$ cat src/rtl/imem_program_loader.sv
// imem_program_loader: framed byte-stream loader for the instruction memory.
// Frame: SYNC, LEN_HI, LEN_LO, LEN payload bytes, CHK (XOR of payload).
// Ports: clk, reset (sync, active-low), in_valid/in_data/in_ready (byte
//   stream), rearm, mem_we/mem_addr/mem_wdata (imem byte write port),
//   cpu_hold (core reset), load_done, load_err, bytes_loaded.
module imem_program_loader #(
    parameter int                    ADDR_WIDTH = 9,
    parameter logic [7:0]            SYNC_BYTE  = 8'hA5,
    parameter logic [ADDR_WIDTH-1:0] BASE_ADDR  = '0
) (
    input  logic                  clk,
    input  logic                  reset,
    input  logic                  in_valid,
    input  logic [7:0]            in_data,
    output logic                  in_ready,
    input  logic                  rearm,
    output logic                  mem_we,
    output logic [ADDR_WIDTH-1:0] mem_addr,
    output logic [7:0]            mem_wdata,
    output logic                  cpu_hold,
    output logic                  load_done,
    output logic                  load_err,
    output logic [15:0]           bytes_loaded
);

    localparam logic [2:0] st_idle   = 3'd0;
    localparam logic [2:0] st_len_hi = 3'd1;
    localparam logic [2:0] st_len_lo = 3'd2;
    localparam logic [2:0] st_data   = 3'd3;
    localparam logic [2:0] st_check  = 3'd4;
    localparam logic [2:0] st_done   = 3'd5;
    localparam logic [2:0] st_error  = 3'd6;

    // Largest image that fits: the whole memory.
    localparam logic [16:0] max_len = 17'd1 << ADDR_WIDTH;

    logic [2:0]            state;
    logic [2:0]            state_n;
    logic [7:0]            len_hi;
    logic [15:0]           len;
    logic [15:0]           len_rx;
    logic [7:0]            chk;
    logic [ADDR_WIDTH-1:0] ptr;
    logic                  take;

    assign take   = in_valid && in_ready;
    assign len_rx = {len_hi, in_data};

    always_comb begin
        state_n = state;
        unique case (state)
            st_idle: begin
                if (take && in_data == SYNC_BYTE) state_n = st_len_hi;
            end
            st_len_hi: begin
                if (take) state_n = st_len_lo;
            end
            st_len_lo: begin
                if (take) begin
                    if ({1'b0, len_rx} > max_len) state_n = st_error;
                    else if (len_rx == 16'd0)     state_n = st_check;
                    else                          state_n = st_data;
                end
            end
            st_data: begin
                // bytes_loaded counts bytes before this one.
                if (take && (bytes_loaded + 16'd1) == len) state_n = st_check;
            end
            st_check: begin
                if (take) state_n = (in_data == chk) ? st_done : st_error;
            end
            st_done, st_error: begin
                if (rearm) state_n = st_idle;
            end
            default: state_n = st_idle;
        endcase
    end

    always_ff @(posedge clk) begin
        if (!reset) begin
            state        <= st_idle;
            in_ready     <= 1'b0;
            mem_we       <= 1'b0;
            mem_addr     <= BASE_ADDR;
            mem_wdata    <= 8'd0;
            cpu_hold     <= 1'b1;
            load_done    <= 1'b0;
            load_err     <= 1'b0;
            bytes_loaded <= 16'd0;
            len_hi       <= 8'd0;
            len          <= 16'd0;
            chk          <= 8'd0;
            ptr          <= BASE_ADDR;
        end else begin
            state     <= state_n;
            // Status outputs are registered from the next state so they
            // line up with the state register.
            in_ready  <= !(state_n == st_done || state_n == st_error);
            load_done <= (state_n == st_done);
            load_err  <= (state_n == st_error);
            cpu_hold  <= (state_n != st_done);
            mem_we    <= 1'b0;
            if (take) begin
                case (state)
                    st_len_hi: len_hi <= in_data;
                    st_len_lo: begin
                        len          <= len_rx;
                        chk          <= 8'd0;
                        bytes_loaded <= 16'd0;
                        ptr          <= BASE_ADDR;
                    end
                    st_data: begin
                        mem_we       <= 1'b1;
                        mem_addr     <= ptr;
                        mem_wdata    <= in_data;
                        ptr          <= ptr + ADDR_WIDTH'(1);
                        chk          <= chk ^ in_data;
                        bytes_loaded <= bytes_loaded + 16'd1;
                    end
                    default: ;
                endcase
            end
        end
    end

endmodule

$ cat config.mk
export PLATFORM = sky130hd
export DESIGN_NAME = imem_program_loader
export DESIGN_NICKNAME = d
export VERILOG_FILES = /design/src/rtl/imem_program_loader.sv
export SDC_FILE = /design/constraint.sdc
export NUM_CORES = 1
export LEC_CHECK = 0
export CORE_AREA = 5 5 85 107
export CTS_CLUSTER_SIZE = 40
export DETAILED_ROUTE_END_ITERATION = 8
export DIE_AREA = 0 0 90 112
export PLACE_DENSITY = 0.72
export SETUP_SLACK_MARGIN = 0.02
export SKIP_LAST_GASP = 1
export SYNTH_ARGS = -nofsm -noshare
export SYNTH_HDL_FRONTEND = slang
export SYNTH_SLANG_ARGS = --single-unit
$ cat constraint.sdc
create_clock -name clk -period 9.18 [get_ports clk]
set_clock_uncertainty 0.2 [all_clocks]
set_input_delay 1.377 -clock clk [delete_from_list [all_inputs] [get_ports clk]]
set_output_delay 1.377 -clock clk [all_outputs]
set_load 0.02 [all_outputs]
==> results of run 1 <==
## Yosys cell counts (5+ instances only)
cell type	n	area share, %
o21ai_0	41	5.3
or3_1	5	0.81
nor4_1	6	0.97
nor2_1	30	2.9
nand2_1	111	11
dfxtp_1	82	42
mux2i_1	7	1.8
a21oi_1	50	6.4
xnor2_1	24	5.4
inv_1	14	1.4
nand4_1	7	1.1
xor2_1	7	1.6
clkbuf_1	23	2.2
nor3_1	8	1.0
nand3_1	15	1.9
## through the flow
stage	util, %	hold slack, ns	power (mW)
5_1_grt	57.2	0.275	0.661
2_1_floorplan	-	0.240	0.377
3_5_place_dp	54.8	0.247	0.387
4_1_cts	57.2	0.259	0.645
3_3_place_gp	54.8	0.244	0.386
6_report	57.2	0.254	0.639
## sequential cells by signal (all words and copies together), names as in the netlist
signal and flops:
in_ready 1, bytes_loaded 16, chk 8, state 3, ptr 9, len_hi 8
cpu_hold 1, mem_wdata 8, load_err 1, mem_addr 9, len 16, load_done 1
mem_we 1
## per-layer routing
metal | GRT usage [%] | part of all wire (%)
met1 | 22.6 | 43
met2 | 32.7 | 49
met3 | 4.46 | 4.7
met4 | 9.83 | 3.0
met5 | 0 | 0
## cell families after synthesis
group | after synthesis
and+or+nand+nor | 210
muxes | 8
adders and majority gates | 2
xor gates and xnor gates | 31
AOI/OAI and AO/OA | 121
buffers and inverters | 47
DFF | 82
## power by group
part	leakage [nW]	internal (mW)	switching [mW]	total [mW]
clock network	0.103	0.132	0.128	0.261
registers	0.660	0.355	0.000360	0.356
logic	0.707	0.00808	0.0146	0.0227
total	1.47	0.496	0.143	0.639
## worst max-delay path, cell delays in order
cell and delay [ns]:
clkdlybuf4s50_1 0.55, nand4b_1 0.27, nor2_1 0.17, buf_4 0.25, nand2_1 0.46, inv_1 0.72
nand3_1 0.13, or4_4 0.47, a21o_1 0.19
## cell type report
cell class | count | area [sq um]
multi-input combinational | 372 | 2060
inverter | 15 | 56.3
clock inverter | 5 | 53.8
sequential | 82 | 1640
clock buffer | 11 | 141
fill | 750 | 3420
tap | 97 | 121
timing repair buffer | 52 | 513
## how the worst max path moves through the flow
| stage | slack, ns | depth (start not counted) | to | startpoint |
|---|---|---|---|---|
| 3_3_place_gp | 4.36 | 9 | cpu_hold | in_valid |
| 2_1_floorplan | 5.82 | 7 | in_ready | in_data[1] |
| 5_1_grt | 4.27 | 9 | cpu_hold | in_valid |
| 3_5_place_dp | 4.28 | 9 | cpu_hold | in_valid |
| 4_1_cts | 4.64 | 9 | cpu_hold | in_valid |
| 6_report | 4.62 | 9 | cpu_hold | in_valid |
==> metrics.txt, run 1 <==
die width=90 um; ANT nets after route=0; Final setup viols=0; Pre-antenna DRT Iters=5; PortBufs=49; max cap viols=0; Inst Count DP=618; I/O pin cnt=50; Layout Cells excl Fill=634; adder-cell share of the synthesized area=0.645%; H-tree depth=3; Crit Path Class=primary input to flop; sequential element share of the synthesized area=42.3%; CP Max Fanout=23; CP endpoint kind=flop; Final min period=4.56 ns; design area=4580 sq um; full die area=10,100 sq um; die height=112 um; Lkg Pwr=1.47 nW; initial antenna violation count=0; Starting Density=48.5%; Final GP Congestion=0.892; Remaining DRCs=0; DR iter-0 viols=220; post-synthesis area per instance=7.75 sq um; clock latency on the worst-skew pair=0.35 ns; worst setup margin=4.62 ns; Slew HR=38.6%; Max VDD drop=0.0841 mV; Vias=3,580; post-synthesis cell type count=57; Min-Delay Path Class=flop to flop; core outline area=8010 sq um; worst hold start=mem_addr[8]; final period utilization=49.6%; most frequent cells in the layout=111 x nand2_1, 82 x dfxtp_1, 50 x a21oi_1; layout cells sized above 1=5.21%; CTS clock-pin slew for the worst setup and hold paths=0.08 ns; Setup WS pre-CTS=4.28 ns; # hold bufs at CTS=0; Synth Area in Compound Gates=17.9%; Post-Place Cell Area=4390 sq um; RR Startpoint=state[1]; Least-Margin Pin Slew=0.922 ns; Final Max Tran Viols=0; DR WL/cell=15.2 um; Synthesized Nets=515; number of synthesized flops with an enable pin=0; DP HPWL=6800 um; Setup TNS=0 ns; startpoint types=primary input; largest net degree at the start of global routing=53; # clock sinks=82; largest family of logic cells by synthesized area=simple AND/OR/NAND/NOR gates; Synth Instances=501; postcts setup bufs=0; CTS Root Cell=clkbuf_8; critical path data required time=9.22 ns; FF+latch count, synth=82; Cell Area, Synth=3880 sq um; XOR/XNOR Fraction of Synth Area=6.99%; Area Overhead vs Synth=18.1%; number of global-route vias before repair=3,459; Hold Path Sink=mem_addr[8]; Post-Synth Simple-Gate Area=25.4%; commonest non-fill, non-tap cell in the layout=nand2_1; CTS tree=yes; grt total ovfl=0; Layout Nets=546; post-cts resize count=0; Inserted Diodes=0; flop2flop setup slack=5.68 ns; top_reg_cell synth=dfxtp_1; Pwr Density=139 nW/um^2; outcome=completed; worst reg2reg path endpoint=cpu_hold; Async SR Flop Fraction=0%; gr usage total=19.3%; Rows=37; routed vias/inst=5.65; Total Wirelength=9650 um; CP arrival=4.60 ns; RSZ-0062 raised after global routing=false; first-pass GRT wire length=16,200 um; Max Buffers Root-to-Sink=2; post-synthesis mux area share=2.09%; FF-to-FF path depth=8; FMAX=219 MHz; worst hold path depth=2; Num CTS Buffers=9; Final Hold Viols=0; Synthesis Warnings=0
No activity file was read; power rests on OpenSTA's default activity.
==> run 2: changes to the inputs <==
- clock period: 9.18 -> 4.2 ns (I/O delays scaled with it)
==> run 2 against run 1 <==
Compared with the run above: die area unchanged; largest cell class unchanged; largest power group unchanged; highest routed layer unchanged; critical path depth decreased by 2; hold slack improved by 0.0015 ns; via count is 0.34% lower.
==> metrics.txt, run 2 (synthesis results as in run 1) <==
I/O pin cnt=50 (unchanged); worst setup margin=0.975 ns (-3.65 ns); Final min period=3.23 ns; CP endpoint kind=flop; initial antenna violation count=0 (unchanged); grt total ovfl=0 (unchanged); Least-Margin Pin Slew=0.895 ns (-0.0264 ns); PortBufs=49 (unchanged); full die area=10,100 sq um (unchanged); Setup WS pre-CTS=0.853 ns (-3.43 ns); Remaining DRCs=0 (unchanged); gr usage total=19.1% (-0.18 points); outcome=completed; Regs by FF count=bytes_loaded (16), len (16); post-cts resize count=0 (unchanged); Num CTS Buffers=9 (unchanged); Starting Density=48.5% (unchanged); Lkg Pwr=1.48 nW (+0.62%); Total Wirelength=9650 um (about the same); hold_ws=0.255 ns (+0.00150 ns); DP HPWL=6880 um (+1.2%); critical path data required time=4.24 ns (-4.98 ns); largest net degree at the start of global routing=52 (-1.9%); max cap viols=0 (unchanged); core outline area=8010 sq um (unchanged); CTS clock-pin slew for the worst setup and hold paths=0.08 ns (about the same); # clock sinks=82 (unchanged); most frequent cells in the layout=111 x nand2_1, 82 x dfxtp_1, 50 x a21oi_1; routed vias/inst=5.61 (-0.65%); layout filler cell count=762 (+1.6%); clock latency on the worst-skew pair=0.35 ns (about the same); number of global-route vias before repair=3,386 (-2.1%); CP arrival=3.26 ns (-1.34 ns); Final Hold Viols=0 (unchanged); die width=90 um (unchanged); DR iter-0 viols=210 (-4.5%); Final Max Tran Viols=0 (unchanged); RSZ-0062 raised after global routing=false; CTS tree=yes; CTS Root Cell=clkbuf_8; Crit Path Class=flop to flop; commonest non-fill, non-tap cell in the layout=nand2_1; Inserted Diodes=0 (unchanged); first-pass GRT wire length=16,100 um (-0.51%); # hold bufs at CTS=0 (unchanged); final period utilization=76.8%; Slew HR=40.3% (+1.8 points); Vias=3,568 (-0.34%); Setup TNS=0 ns (unchanged); die height=112 um (unchanged); H-tree depth=3 (unchanged); Max Buffers Root-to-Sink=2 (unchanged); startpoint types=flop; postcts setup bufs=0 (unchanged); Final GP Congestion=0.952 (+6.7%); ANT nets after route=0 (unchanged); FMAX=310 MHz; Pwr Density=311 nW/um^2 (+120%); Pre-antenna DRT Iters=4 (-1); Min-Delay Path Class=flop to flop; Rows=37 (unchanged); Max VDD drop=0.277 mV (+230%); Layout Nets=549 (+0.55%); Final setup viols=0 (unchanged); CP Max Fanout=8 (-65%); layout cells sized above 1=5.57% (+0.35 points); Area Overhead vs Synth=19.0%; DR WL/cell=15.2 um (-0.25%)
==> run 2: cell types whose count changed in the layout (fill, tap and decap cells not counted) <==
cell        change
clkbuf_8        -1
clkinv_2        -2
bufinv_16       +1
clkinv_4        -1
buf_4           +3
clkinvlp_4      +2
==> run 2: cell type report <==
class	instances	area, sq um	area share [%]
timing repair buffer	55	536	11.6
clock inverter	5	80.1	1.73
clock buffer	10	128	2.76
tap	97	121	2.63
multi-input combinational	372	2060	44.5
inverter	15	56.3	1.22
sequential	82	1640	35.5
==> run 2: critical path, cell delays in order (launching register included) <==
cell and delay [ns]:
dfxtp_1 0.49, ha_1 0.29, nand3_2 0.19, or4_4 0.55, a22oi_1 0.18, or4b_1 0.50
or4_4 0.53, a21o_1 0.19
==> run 2: layer usage <==
metal	vias to the layer above	share of wire, %	global-route usage (%)
li1	1797	-	-
met1	1645	44	23.8
met2	101	49	31.7
met3	25	4.1	3.72
met4	0	3.1	8.74
met5	-	0	0
==> run 2: power by group <==
part           switching [mW]  internal, mW
clock                   0.279         0.331
combinational          0.0306        0.0177
sequential           0.000832         0.777
==> run 2: worst paths after layout <==
kind              startpoint      endpoint  slack [ns]  depth (start not counted)
max          bytes_loaded[0]      cpu_hold        0.97                          7
min             mem_wdata[0]  mem_wdata[0]        0.26                          2
max reg2reg  bytes_loaded[0]      cpu_hold        0.97                          7
min reg2reg     mem_wdata[0]  mem_wdata[0]        0.26                          2
==> run 2: through the flow <==
step	util, %	instances	area, sq um	power [mW]
floorplan	-	501	3880	0.825
global placement	55.1	621	4410	0.843
detailed placement	55.1	621	4410	0.844
CTS	57.7	636	4620	1.45
global route	57.7	636	4620	1.49
finish	57.7	636	4620	1.44
==> run 3: changes to the inputs <==
- clock period: 4.2 -> 3.2 ns (I/O delays scaled with it)
==> run 3 against run 2 <==
Compared with the run above: global-route usage up 0.77 points; sequential share of layout area down 1.2 points; total power increased by 34%; count of clock-buffer cells in the layout is 3 higher; via count rose by 1.9%; final cell count grew 3.1%; first-iteration DRC count is 7.1% higher; non-clock buffer count up 20; largest power group unchanged.
==> metrics.txt, run 3 (synthesis results as in run 1) <==
Layout Cells excl Fill=656 (+3.1%); gr busiest metal=met2; full die area=10,100 sq um (unchanged); RSZ-0062 raised after global routing=false; Inst Count DP=641 (+3.2%); number of global-route vias before repair=3,516 (+3.8%); Inserted Diodes=0 (unchanged); DR iter-0 viols=225 (+7.1%); H-tree depth=3 (unchanged); Least-Margin Pin Slew=0.919 ns (+0.0233 ns); ANT nets after route=0 (unchanged); startpoint types=flop; Pwr Density=403 nW/um^2 (+30%); CTS tree=yes; DP HPWL=7150 um (+4.0%); clock latency on the worst-skew pair=0.34 ns (about the same); Setup TNS=0 ns (unchanged); Final setup viols=0 (unchanged); flop2flop setup slack=0.18 ns (-0.79 ns); layout cells sized above 1=8.77% (+3.2 points); Max Buffers Root-to-Sink=2 (unchanged); worst hold start=mem_addr[7]; Final Core Density=59.7% (+2.0 points); commonest non-fill, non-tap cell in the layout=nand2_1; # clock sinks=82 (unchanged); Vias=3,637 (+1.9%); Crit Path Class=flop to flop; hold_ws=0.260 ns (+0.00502 ns); met1 Use GR=23.7% (-0.16 points); Final min period=3.02 ns (-0.209 ns); Final GP Congestion=0.870 (-8.6%); post-cts resize count=0 (unchanged); I/O pin cnt=50 (unchanged); critical path data required time=3.24 ns (-1.00 ns); PortBufs=49 (unchanged); Buf/Inv on CP=0 (unchanged); grt total ovfl=0 (unchanged); gr usage total=19.9% (+0.77 points); Num CTS Buffers=9 (unchanged); die height=112 um (unchanged); RR Startpoint=bytes_loaded[1]; Starting Density=48.5% (unchanged); peak per-stage delay on the critical path=0.53 ns (-0.02 ns); Hold Path Sink=mem_addr[7]; FF-to-FF path depth=7 (unchanged); CP max stage cell=or4_4; outcome=completed; Area Overhead vs Synth=23.1%; # hold bufs at CTS=0 (unchanged); die width=90 um (unchanged); Total Wirelength=9960 um (+3.2%); worst hold path depth=2 (unchanged); FMAX=332 MHz (+6.9%); CP dominant cell by count=or4_4; core outline area=8010 sq um (unchanged); routed vias/inst=5.54 (-1.2%); CTS Root Cell=clkbuf_8; Slew HR=38.8% (-1.6 points); Pre-antenna DRT Iters=4 (unchanged); DR WL/cell=15.2 um (about the same); Lkg Pwr=1.59 nW (+7.5%); max cap viols=0 (unchanged); CTS clock-pin slew for the worst setup and hold paths=0.08 ns (about the same); Final Hold Viols=0 (unchanged); first-pass GRT wire length=16,700 um (+3.5%); Regs by FF count=bytes_loaded (16), len (16); Rows=37 (unchanged); CP arrival=3.06 ns (-0.20 ns); Layout Nets=569 (+3.6%); largest net degree at the start of global routing=52 (unchanged); GRT met3 Usage=3.72% (unchanged); Total Power=1.93 mW (+34%); initial antenna violation count=0 (unchanged); most frequent cells in the layout=111 x nand2_1, 82 x dfxtp_1, 50 x a21oi_1; Max VDD drop=0.285 mV (+2.7%); CP endpoint kind=flop; worst reg2reg path endpoint=cpu_hold; Final Max Tran Viols=0 (unchanged); cell chain of the critical path=ha_1, nand3_2, or4_4, a22oi_1, or4b_1, or4_4, a21o_1; met2 GRT Util=34.6% (+2.9 points); postcts setup bufs=0 (unchanged); final period utilization=94.3% (+17 points); Min-Delay Path Class=flop to flop; Crit path max-delay family=simple AND/OR/NAND/NOR gates; Remaining DRCs=0 (unchanged); CP Max Fanout=5 (-3)
-- run 3: how the worst max path moves through the flow --
stage / end / start / cells past startpoint
6_report: cpu_hold / bytes_loaded[1] / 7
5_1_grt: cpu_hold / bytes_loaded[1] / 7
3_5_place_dp: cpu_hold / bytes_loaded[1] / 7
2_1_floorplan: cpu_hold / bytes_loaded[0] / 7
3_3_place_gp: cpu_hold / bytes_loaded[1] / 7
4_1_cts: cpu_hold / bytes_loaded[1] / 7
-- run 3: routing by layer --
metal / vias to the layer above / wire, um
met3: 17 / 336
li1: 1836 / -
met2: 95 / 5000
met4: 0 / 204
met1: 1689 / 4420
met5: - / 0
-- run 3: worst register-to-register path: stages (launching register included) --
cell and delay, ns:
dfxtp_1 0.42, ha_1 0.27, nand3_2 0.11, or4_4 0.51, a22oi_1 0.19, or4b_1 0.49, or4_4 0.53, a21o_1 0.19
-- run 3: report_power, final --
group / total, mW / leakage (nW) / switching, mW / internal, mW
sequential: 1.02 / 0.660 / 0.00137 / 1.02
combinational: 0.0740 / 0.821 / 0.0435 / 0.0306
clock: 0.831 / 0.110 / 0.351 / 0.479
total: 1.93 / 1.59 / 0.396 / 1.53
-- run 3: layout make-up --
class | count | area, sq um
multi-input cells | 372 | 2060
clock inverters | 2 | 60.1
flip-flops and latches | 82 | 1640
fillers | 733 | 3230
clock buffers | 13 | 159
well taps | 97 | 121
repair buffers | 75 | 686
inverters | 15 | 56.3
-- run 3: through the flow --
| stage | area (sq um) | setup slack (ns) |
|---|---|---|
| 6_report | 4780 | 0.184 |
| 5_1_grt | 4780 | 0.0738 |
| 4_1_cts | 4780 | 0.203 |
| 3_5_place_dp | 4560 | 0.213 |
| 3_3_place_gp | 4560 | 0.279 |
| 2_1_floorplan | 3880 | 0.101 |
